### src/rtl/top_score_board.sv
// Ranked leaderboard of the N best scores with a rank-select
// seven-segment read-out. W must equal 4*DIGITS (packed BCD).
// Scores are compared as raw unsigned vectors. For packed BCD this
// gives the same order as decimal.

module BCD_decoder (
    input  logic [3:0] bcd,
    input  logic       dp,
    output logic [7:0] seg
);
    logic [6:0] segs;

    // Active-high segments {g,f,e,d,c,b,a}; non-BCD nibbles are blanked
    always_comb begin
        segs = 7'h00;
        case (bcd)
            4'd0: segs = 7'h3F;
            4'd1: segs = 7'h06;
            4'd2: segs = 7'h5B;
            4'd3: segs = 7'h4F;
            4'd4: segs = 7'h66;
            4'd5: segs = 7'h6D;
            4'd6: segs = 7'h7D;
            4'd7: segs = 7'h07;
            4'd8: segs = 7'h7F;
            4'd9: segs = 7'h6F;
            default: segs = 7'h00;
        endcase
    end

    assign seg = {dp, segs};
endmodule

module top_score_board #(
    parameter int W           = 16,
    parameter int DIGITS      = 4,
    parameter int N           = 4,
    parameter int LOW_IS_BEST = 1,
    parameter int RW          = $clog2(N + 1)
) (
    input  logic                  clk,
    input  logic                  reset_n,
    input  logic [W-1:0]          score,
    input  logic                  score_valid,
    input  logic                  clear,
    input  logic [RW-1:0]         rank_sel,
    output logic [8*DIGITS-1:0]   hex,
    output logic [W-1:0]          sel_score,
    output logic                  sel_valid,
    output logic [RW-1:0]         entries,
    output logic                  ins_taken,
    output logic [RW-1:0]         ins_rank,
    output logic                  new_best
);
    logic [W-1:0]  val_q [N];
    logic [W-1:0]  val_d [N];
    logic [N-1:0]  vld_q, vld_d;
    logic [RW-1:0] entries_q, entries_d;
    logic          ins_taken_q, ins_taken_d;
    logic [RW-1:0] ins_rank_q, ins_rank_d;
    logic          new_best_q, new_best_d;
    logic          score_valid_q, score_valid_d;

    logic          ev;
    logic          ins_found;
    logic [RW-1:0] ins_pos;

    // A held-high strobe counts only once, on its rising edge.
    assign ev = score_valid & ~score_valid_q;

    function automatic logic better(input logic [W-1:0] a, input logic [W-1:0] b);
        if (LOW_IS_BEST != 0) return a < b;
        else                  return a > b;
    endfunction

    // The insertion point is the first empty slot, or the first entry
    // that the new score strictly beats. Because the test is strict,
    // an equal score lands after the entry that is already there.
    always_comb begin
        ins_found = 1'b0;
        ins_pos   = '0;
        for (int k = 0; k < N; k++) begin
            if (!ins_found && (!vld_q[k] || better(score, val_q[k]))) begin
                ins_found = 1'b1;
                ins_pos   = RW'(k);
            end
        end
    end

    // Next-state: clear wins, else single-edge shift-and-insert
    always_comb begin
        val_d         = val_q;
        vld_d         = vld_q;
        entries_d     = entries_q;
        ins_taken_d   = 1'b0;
        ins_rank_d    = ins_rank_q;
        new_best_d    = 1'b0;
        score_valid_d = score_valid;

        if (clear) begin
            vld_d      = '0;
            entries_d  = '0;
            ins_rank_d = '0;
        end else if (ev && ins_found) begin
            for (int k = 1; k < N; k++) begin
                if (k > int'(ins_pos)) begin
                    val_d[k] = val_q[k-1];
                    vld_d[k] = vld_q[k-1];
                end
            end
            for (int k = 0; k < N; k++) begin
                if (k == int'(ins_pos)) begin
                    val_d[k] = score;
                    vld_d[k] = 1'b1;
                end
            end
            entries_d   = (entries_q == RW'(N)) ? entries_q : entries_q + RW'(1);
            ins_taken_d = 1'b1;
            ins_rank_d  = ins_pos;
            new_best_d  = (ins_pos == '0);
        end
    end

    // State registers; asynchronous reset wipes the whole board at once
    always_ff @(posedge clk or negedge reset_n) begin
        if (!reset_n) begin
            for (int k = 0; k < N; k++) val_q[k] <= '0;
            vld_q         <= '0;
            entries_q     <= '0;
            ins_taken_q   <= 1'b0;
            ins_rank_q    <= '0;
            new_best_q    <= 1'b0;
            score_valid_q <= 1'b0;
        end else begin
            val_q         <= val_d;
            vld_q         <= vld_d;
            entries_q     <= entries_d;
            ins_taken_q   <= ins_taken_d;
            ins_rank_q    <= ins_rank_d;
            new_best_q    <= new_best_d;
            score_valid_q <= score_valid_d;
        end
    end

    // Rank-select read-out; an out-of-range rank matches no entry and reads as empty
    always_comb begin
        sel_valid = 1'b0;
        sel_score = '0;
        for (int k = 0; k < N; k++) begin
            if (rank_sel == RW'(k)) begin
                sel_valid = vld_q[k];
                sel_score = vld_q[k] ? val_q[k] : '0;
            end
        end
    end

    for (genvar i = 0; i < DIGITS; i++) begin : g_digit
        BCD_decoder u_dec (
            .bcd (sel_score[4*i +: 4]),
            .dp  (i == DIGITS - 1),
            .seg (hex[8*i +: 8])
        );
    end

    assign entries   = entries_q;
    assign ins_taken = ins_taken_q;
    assign ins_rank  = ins_rank_q;
    assign new_best  = new_best_q;
endmodule

### config.mk
export PLATFORM = sky130hd
export DESIGN_NAME = top_score_board
export DESIGN_NICKNAME = d
export VERILOG_FILES = /design/src/rtl/top_score_board.sv
export SDC_FILE = /design/constraint.sdc
export NUM_CORES = 1
export LEC_CHECK = 0
export ABC_CLOCK_PERIOD_IN_PS = 3000
export CAP_MARGIN = 20
export CORE_ASPECT_RATIO = 0.75
export CORE_MARGIN = 5
export CORE_UTILIZATION = 65
export DETAILED_ROUTE_END_ITERATION = 7
export DONT_BUFFER_PORTS = 1
export GPL_ROUTABILITY_DRIVEN = 0
export GPL_TIMING_DRIVEN = 0
export PLACE_DENSITY = 0.84
export SYNTH_ARGS = -nofsm -noshare
export SYNTH_HDL_FRONTEND = slang
export SYNTH_SLANG_ARGS = --single-unit
### constraint.sdc
create_clock -name clk -period 3 [get_ports clk]
set_input_delay 0.45 -clock clk [delete_from_list [all_inputs] [get_ports clk]]
set_output_delay 0.45 -clock clk [all_outputs]
set_load 0.02 [all_outputs]
Yosys cells after proc, flatten, opt, wreduce, memory -nomap -nowiden:

Memories as Yosys holds them, arrays and structs flattened.
Index checks and enable logic that the tools add are counted.

* $add $sub $neg: 1
* magnitude comparators: 7
* eq/ne operators: 8
* muxes and demuxes: 43
* bitwise logic cells: 3
* reduce and logical (&&, ||, !) cells: 35

Operators by type and width (number)
* two-way mux 16 bit: 14
* < comparator 16 bit: 4
* two-way mux 3 bit: 7
* two-way mux 1 bit: 20
* AND reduction 3 bit: 4
* AND reduction 2 bit: 5
* nonzero test 2 bit: 5
* zero test 3 bit: 3
* nonzero test 3 bit: 3
* two-way mux 4 bit: 2
* zero test 1 bit: 7
* equality test 3 x 2 -> 1 bit, second input constant: 2
* equality test 3 bit, first input constant: 2
* greater-than comparator 2 x 3 -> 1 bit, first input constant: 2
* logical AND 1 bit: 4
* logical OR 1 bit: 4
* adder 3 x 1 -> 3 bit, second input constant: 1
* equality test 2 x 3 -> 1 bit, first input constant: 1
* equality test 3 x 1 -> 1 bit, second input constant: 1
* equality test 3 bit, second input constant: 1
* greater-than comparator 1 x 3 -> 1 bit, first input constant: 1
* inequality test 2 bit, second input constant: 1
* inverter 1 bit: 2
* AND 1 bit: 1

* flip-flop bits (word level): 77
* bits in read-only memories: 448
* bits of input ports: 23
* output and inout bits: 57
* logic and storage cells: 114
* memories: 4

Memory list
* (name not given): words 16, bits a word 7, read ports 1, clocked after Yosys merged registers in 0, write ports 0, RTL line 16 `case (bcd)`
* (name not given): words 16, bits a word 7, read ports 1, clocked after Yosys merged registers in 0, write ports 0, RTL line 16
* (name not given): words 16, bits a word 7, read ports 1, clocked after Yosys merged registers in 0, write ports 0, RTL line 16
* (name not given): words 16, bits a word 7, read ports 1, clocked after Yosys merged registers in 0, write ports 0, RTL line 16

Depth between registers and ports, before layout:

* depth after elaboration: 17
* mapped depth: 11

Cells and area by module:

Synthesis repeated with hierarchy kept, for this count alone.

* cells, all modules: 678
* area total of the unflattened synthesis: 6123.4 um^2

By module, submodules not included
* top_score_board: times used 1, cells each 564, area an instance 5233.8 um^2, sequential area each 1901.8 um^2
* BCD_decoder (g_digit[1].u_dec ...): times used 2, cells each 29, area an instance 226.5 um^2, sequential area each 0.0 um^2
* BCD_decoder (g_digit[0].u_dec): times used 1, cells each 29, area an instance 227.7 um^2, sequential area each 0.0 um^2
* BCD_decoder (g_digit[3].u_dec): times used 1, cells each 27, area an instance 209.0 um^2, sequential area each 0.0 um^2

Worst setup path before layout:

OpenSTA, ideal clock, no wires.

* kind: input-to-output
* start point: input port rank_sel[1]
* end point: output port hex[11]
* arrival: 2656 ps
* slack: -106 ps
* stages: 9
* buffers on the path: 1
* path through: nor4_2 > clkbuf_1 > a22oi_1 > nand2_1 > inv_1 > ha_1 > nor2_1 > a21oi_1 > o21ai_0

* word-level cells in the longest chain between the ends: 6

Ends and longest elaborated chain
* start, declared: RTL line 46 `input logic [RW-1:0] rank_sel,`
* zero test 3 bit: RTL line 150 `if (rank_sel == RW'(k)) begin`
* two-way mux 16 bit (3 in series): RTL line 150
* two-way mux 16 bit *: RTL line 150
* via sel_score[5]: RTL line 48 `output logic [W-1:0] sel_score,`
* memory read (16 x 7 bit) *
* end, declared: RTL line 47 `output logic [8*DIGITS-1:0] hex,`

Mark *: on every way through the listed nets, which the timed path passes. The rest lies on a longest branch.

Final worst setup path:

* start point: register vld_q[2]
* end point: output port hex[5]

* word-level cells in the longest chain between the ends: 4

Ends and longest elaborated chain
* start, declared: RTL line 57 `logic [N-1:0] vld_q, vld_d;`
* start signal, assigned: RTL line 136 `vld_q <= vld_d;`
* two-way mux 16 bit: RTL line 152 `sel_score = vld_q[k] ? val_q[k] : '0;`
* two-way mux 16 bit (2 in series): RTL line 150
* via sel_score[1]: RTL line 48
* memory read (16 x 7 bit)

The timed path passes the listed nets, and every way through them passes these cells.

==> results by group <==
Global route
  • Initial antenna violation count: 0
  • Largest net degree at the start of global routing: 77
  • Overall routing resource usage: between 30% and 40%
  • GRT overflow: 0
  • First-pass GRT wire length: 30300 µm
  • Vias in the first global route: around 5800

Routing
  • DR WL/cell: around 23 µm
  • Mean number of vias per cell: between 7 and 8
  • Drt total wl: 19800 µm
  • Antenna Nets Post-Route: 0
  • Initial DRC count: slightly above 900
  • DR pass1 iterations: 6
  • Drc violations: 0
  • Via count: just under 6000

Yosys
  • Leading post-synthesis cells by cell area: dfrtp_1 (31%), ha_1 (17%), mux2i_1 (8.6%)
  • Asr flop ratio synth: 100%
  • Count leader, synth: inv_1
  • Commonest cells in the netlist: inv_1 (98), ha_1 (86), dfrtp_1 (76)
  • Top_reg_cell synth: dfrtp_1
  • Share of the synthesized area in the top cell type: 30.8%
  • #FFs+latches synth: 76
  • Register area share after synthesis: between 30% and 40%
  • Avg Cell Area, Syn: between 9 and 10 µm²
  • Cell variety after synth: 55
  • Synthesized area: ~6200 µm²
  • EDFF count, synth: 0
  • Syn. warnings: 0
  • Area leader, netlist: dfrtp_1
  • Cells after Synth: slightly below 700

Critical path
  • Critical path's slowest cell: dfrtp_2
  • Setup Crit Path Kind: flop to output pin
  • WP data arrival: ~2.6 ns
  • RR Startpoint: val_q[63]$_DFFE_PN0P_
  • Worst Setup SP: vld_q[2]$_DFFE_PN0P_
  • WP data required: about 2.6 ns
  • Crit-path cells: nand2_1 -> nor3_4 -> buf_6 -> clkbuf_8 -> a22oi_1 -> nand2_2 -> inv_2 -> ha_1 -> nand3_1 -> a21boi_2 -> o21ai_2
  • Max stage delay on crit path: ~0.42 ns
  • CP endpoint kind: output pin
  • Crit path max fanout: 10
  • CP Launch Type: flop

STA
  • Max frequency: approximately 0.33 GHz
  • Actual slew at the worst max-slew pin: approximately 0.73 ns
  • Worst hold margin: -0.00148 ns
  • Minimum clock period: 3.00 ns
  • RSZ-0062 raised after global routing: true
  • Setup TNS Final: 0 ns
  • Final max-slew violation count: 0
  • Max transition margin: approximately half
  • Final-report setup violation count: 0
  • Endpoints failing hold: 1
  • Skew final: ~0.0089 ns
  • Final period utilization: about 100%

Power and ir drop
  • Peak VDD IR: around 0.00041 V
  • Leakage: about 3.5 nW
  • Pwr per Cell Area: 547 nW/µm²

Cells and area
  • Synthesis-to-layout area growth: 15.6%
  • Layout cell share with drive strength beyond 1: 18.8%
  • Final net count: between 800 and 900
  • Final design utilization: about 80%
  • Antenna Cells: 0

Floorplan
  • Die X: about 120 µm
  • CORE AREA: roughly 9200 µm²
  • Core Rows: 30
  • Initial Util: 67.4%
  • Total Die Area: ~12000 µm²
  • IO Count: 80
  • Vert. Die Dim: 94.4 µm

Clocking
  • CTS buffer count: 9
  • H-tree depth: 3
  • Clk root buf: clkbuf_16
  • Clk Latency, worst-skew pair: around 0.35 ns
  • CTS tree: done
  • CTS Sinks: between 70 and 80
  • Clk buf depth: 2
  • Clock transition at path regs: approximately 0.06 ns

Run status
  • Run status: finished with violations
  • Violated checks: hold timing

Placed design
  • DPL Wire Length: ~13000 µm
  • # port buffers: 0

Min path
  • Worst Hold Class: primary input to asynchronous set/reset pin

Run
  • Max Cap Viol: 0
[routing by layer]
| metal | wire [µm] | GRT usage, % | part of all wire (%) |
|---|---|---|---|
| met1 | 7400 | 43.7 | 37 |
| met2 | 8880 | 53.0 | 45 |
| met3 | 2750 | 11.4 | 14 |
| met4 | 763 | 14.8 | 3.9 |
| met5 | 0 | 0 | 0 |
[registers in the layout, indices dropped and copies added (netlist names)]
| name | count |
|---|---|
| vld_q | 4 |
| score_valid_q | 1 |
| val_q | 64 |
| entries | 3 |
| new_best | 1 |
| ins_taken | 1 |
| ins_rank | 2 |
[report_power, final]
part	total, mW	internal [mW]	switching (mW)	leakage [nW]
Sequential	1.45	1.25	0.207	0.842
Clock	1.24	0.794	0.442	0.169
Combinational	1.21	0.502	0.708	2.51
[area by class of cell]
| cell class | instances | area [µm²] |
|---|---|---|
| Multi-Input combinational cell | 480 | 3960 |
| Fill cell | 600 | 2020 |
| Sequential cell | 76 | 1910 |
| Inverter | 98 | 370 |
| Clock buffer | 12 | 267 |
| Buffer | 31 | 239 |
| Timing Repair Buffer | 18 | 163 |
| Tap cell | 128 | 160 |
| Clock inverter | 4 | 70.1 |
[critical path: cells and delay by family, from the launching register on]
family	cells	cell delay (ns)
AO/OA/AOI/OAI	3	0.67
adder cells (fa/ha/maj)	1	0.17
buffers and inverters	3	0.43
flip-flops	1	0.42
AND/OR/NAND/NOR	4	0.50
[stage by stage]
step           cells  power (mW)  area, µm²  worst slack (ns)
2_1_floorplan    686        2.23       6190            0.0443
3_3_place_gp     814        2.46       6350            -0.928
3_5_place_dp     816        2.53       6360            -0.983
4_1_cts          844        3.81       6990          0.000870
5_1_grt          847        4.08       7140            -0.126
6_report         847        3.90       7140          0.000700
[final timing paths]
check / end / slack, ns / cells after the start
min: val_q[26]$_DFFE_PN0P_ / -0.001 / 1
min reg2reg: val_q[21]$_DFFE_PN0P_ / 0.53 / 1
max in group asynchronous: vld_q[1]$_DFFE_PN0P_ / 2.67 / 1
max reg2reg: val_q[6]$_DFFE_PN0P_ / 0.06 / 10
min in group clk: score_valid_q$_DFF_PN0_ / 0.13 / 0
max: hex[5] / 0.0007 / 11
[logic make-up after synthesis]
logic type,count (synthesis),share of synthesized area (%)
buffers and inverters,130,9.08
flip-flops,76,30.8
AND/OR/NAND/NOR,134,11.1
other,2,0.122
adder cells (fa/ha/maj),86,17.4
AO/OA/AOI/OAI,199,22.4
multiplexers,56,9.14
[placed cells by master (no fill, tap or decap), drive strengths merged, types with 5 or more instances in the layout]
| cell type | instances |
|---|---|
| a21o | 11 |
| a21oi | 67 |
| a221oi | 5 |
| a222oi | 15 |
| a22oi | 32 |
| and3 | 10 |
| buf | 38 |
| clkbuf | 23 |
| conb | 5 |
| dfrtp | 76 |
| ha | 86 |
| inv | 98 |
| mux2i | 53 |
| nand2 | 32 |
| nand2b | 6 |
| nand3 | 12 |
| nand4 | 8 |
| nor2 | 27 |
| nor3 | 21 |
| o21ai | 30 |
| o22a | 16 |
[timing repair]
action	4_1_cts	5_1_grt
pin swaps	13	20
setup endpoints to repair	63	79
gates cloned	1	0
gates resized for setup	74	47
setup buffers	11	3
endpoints found under the hold margin	76	0
hold buffers	1	0
Power figures use the tool's default switching activity.
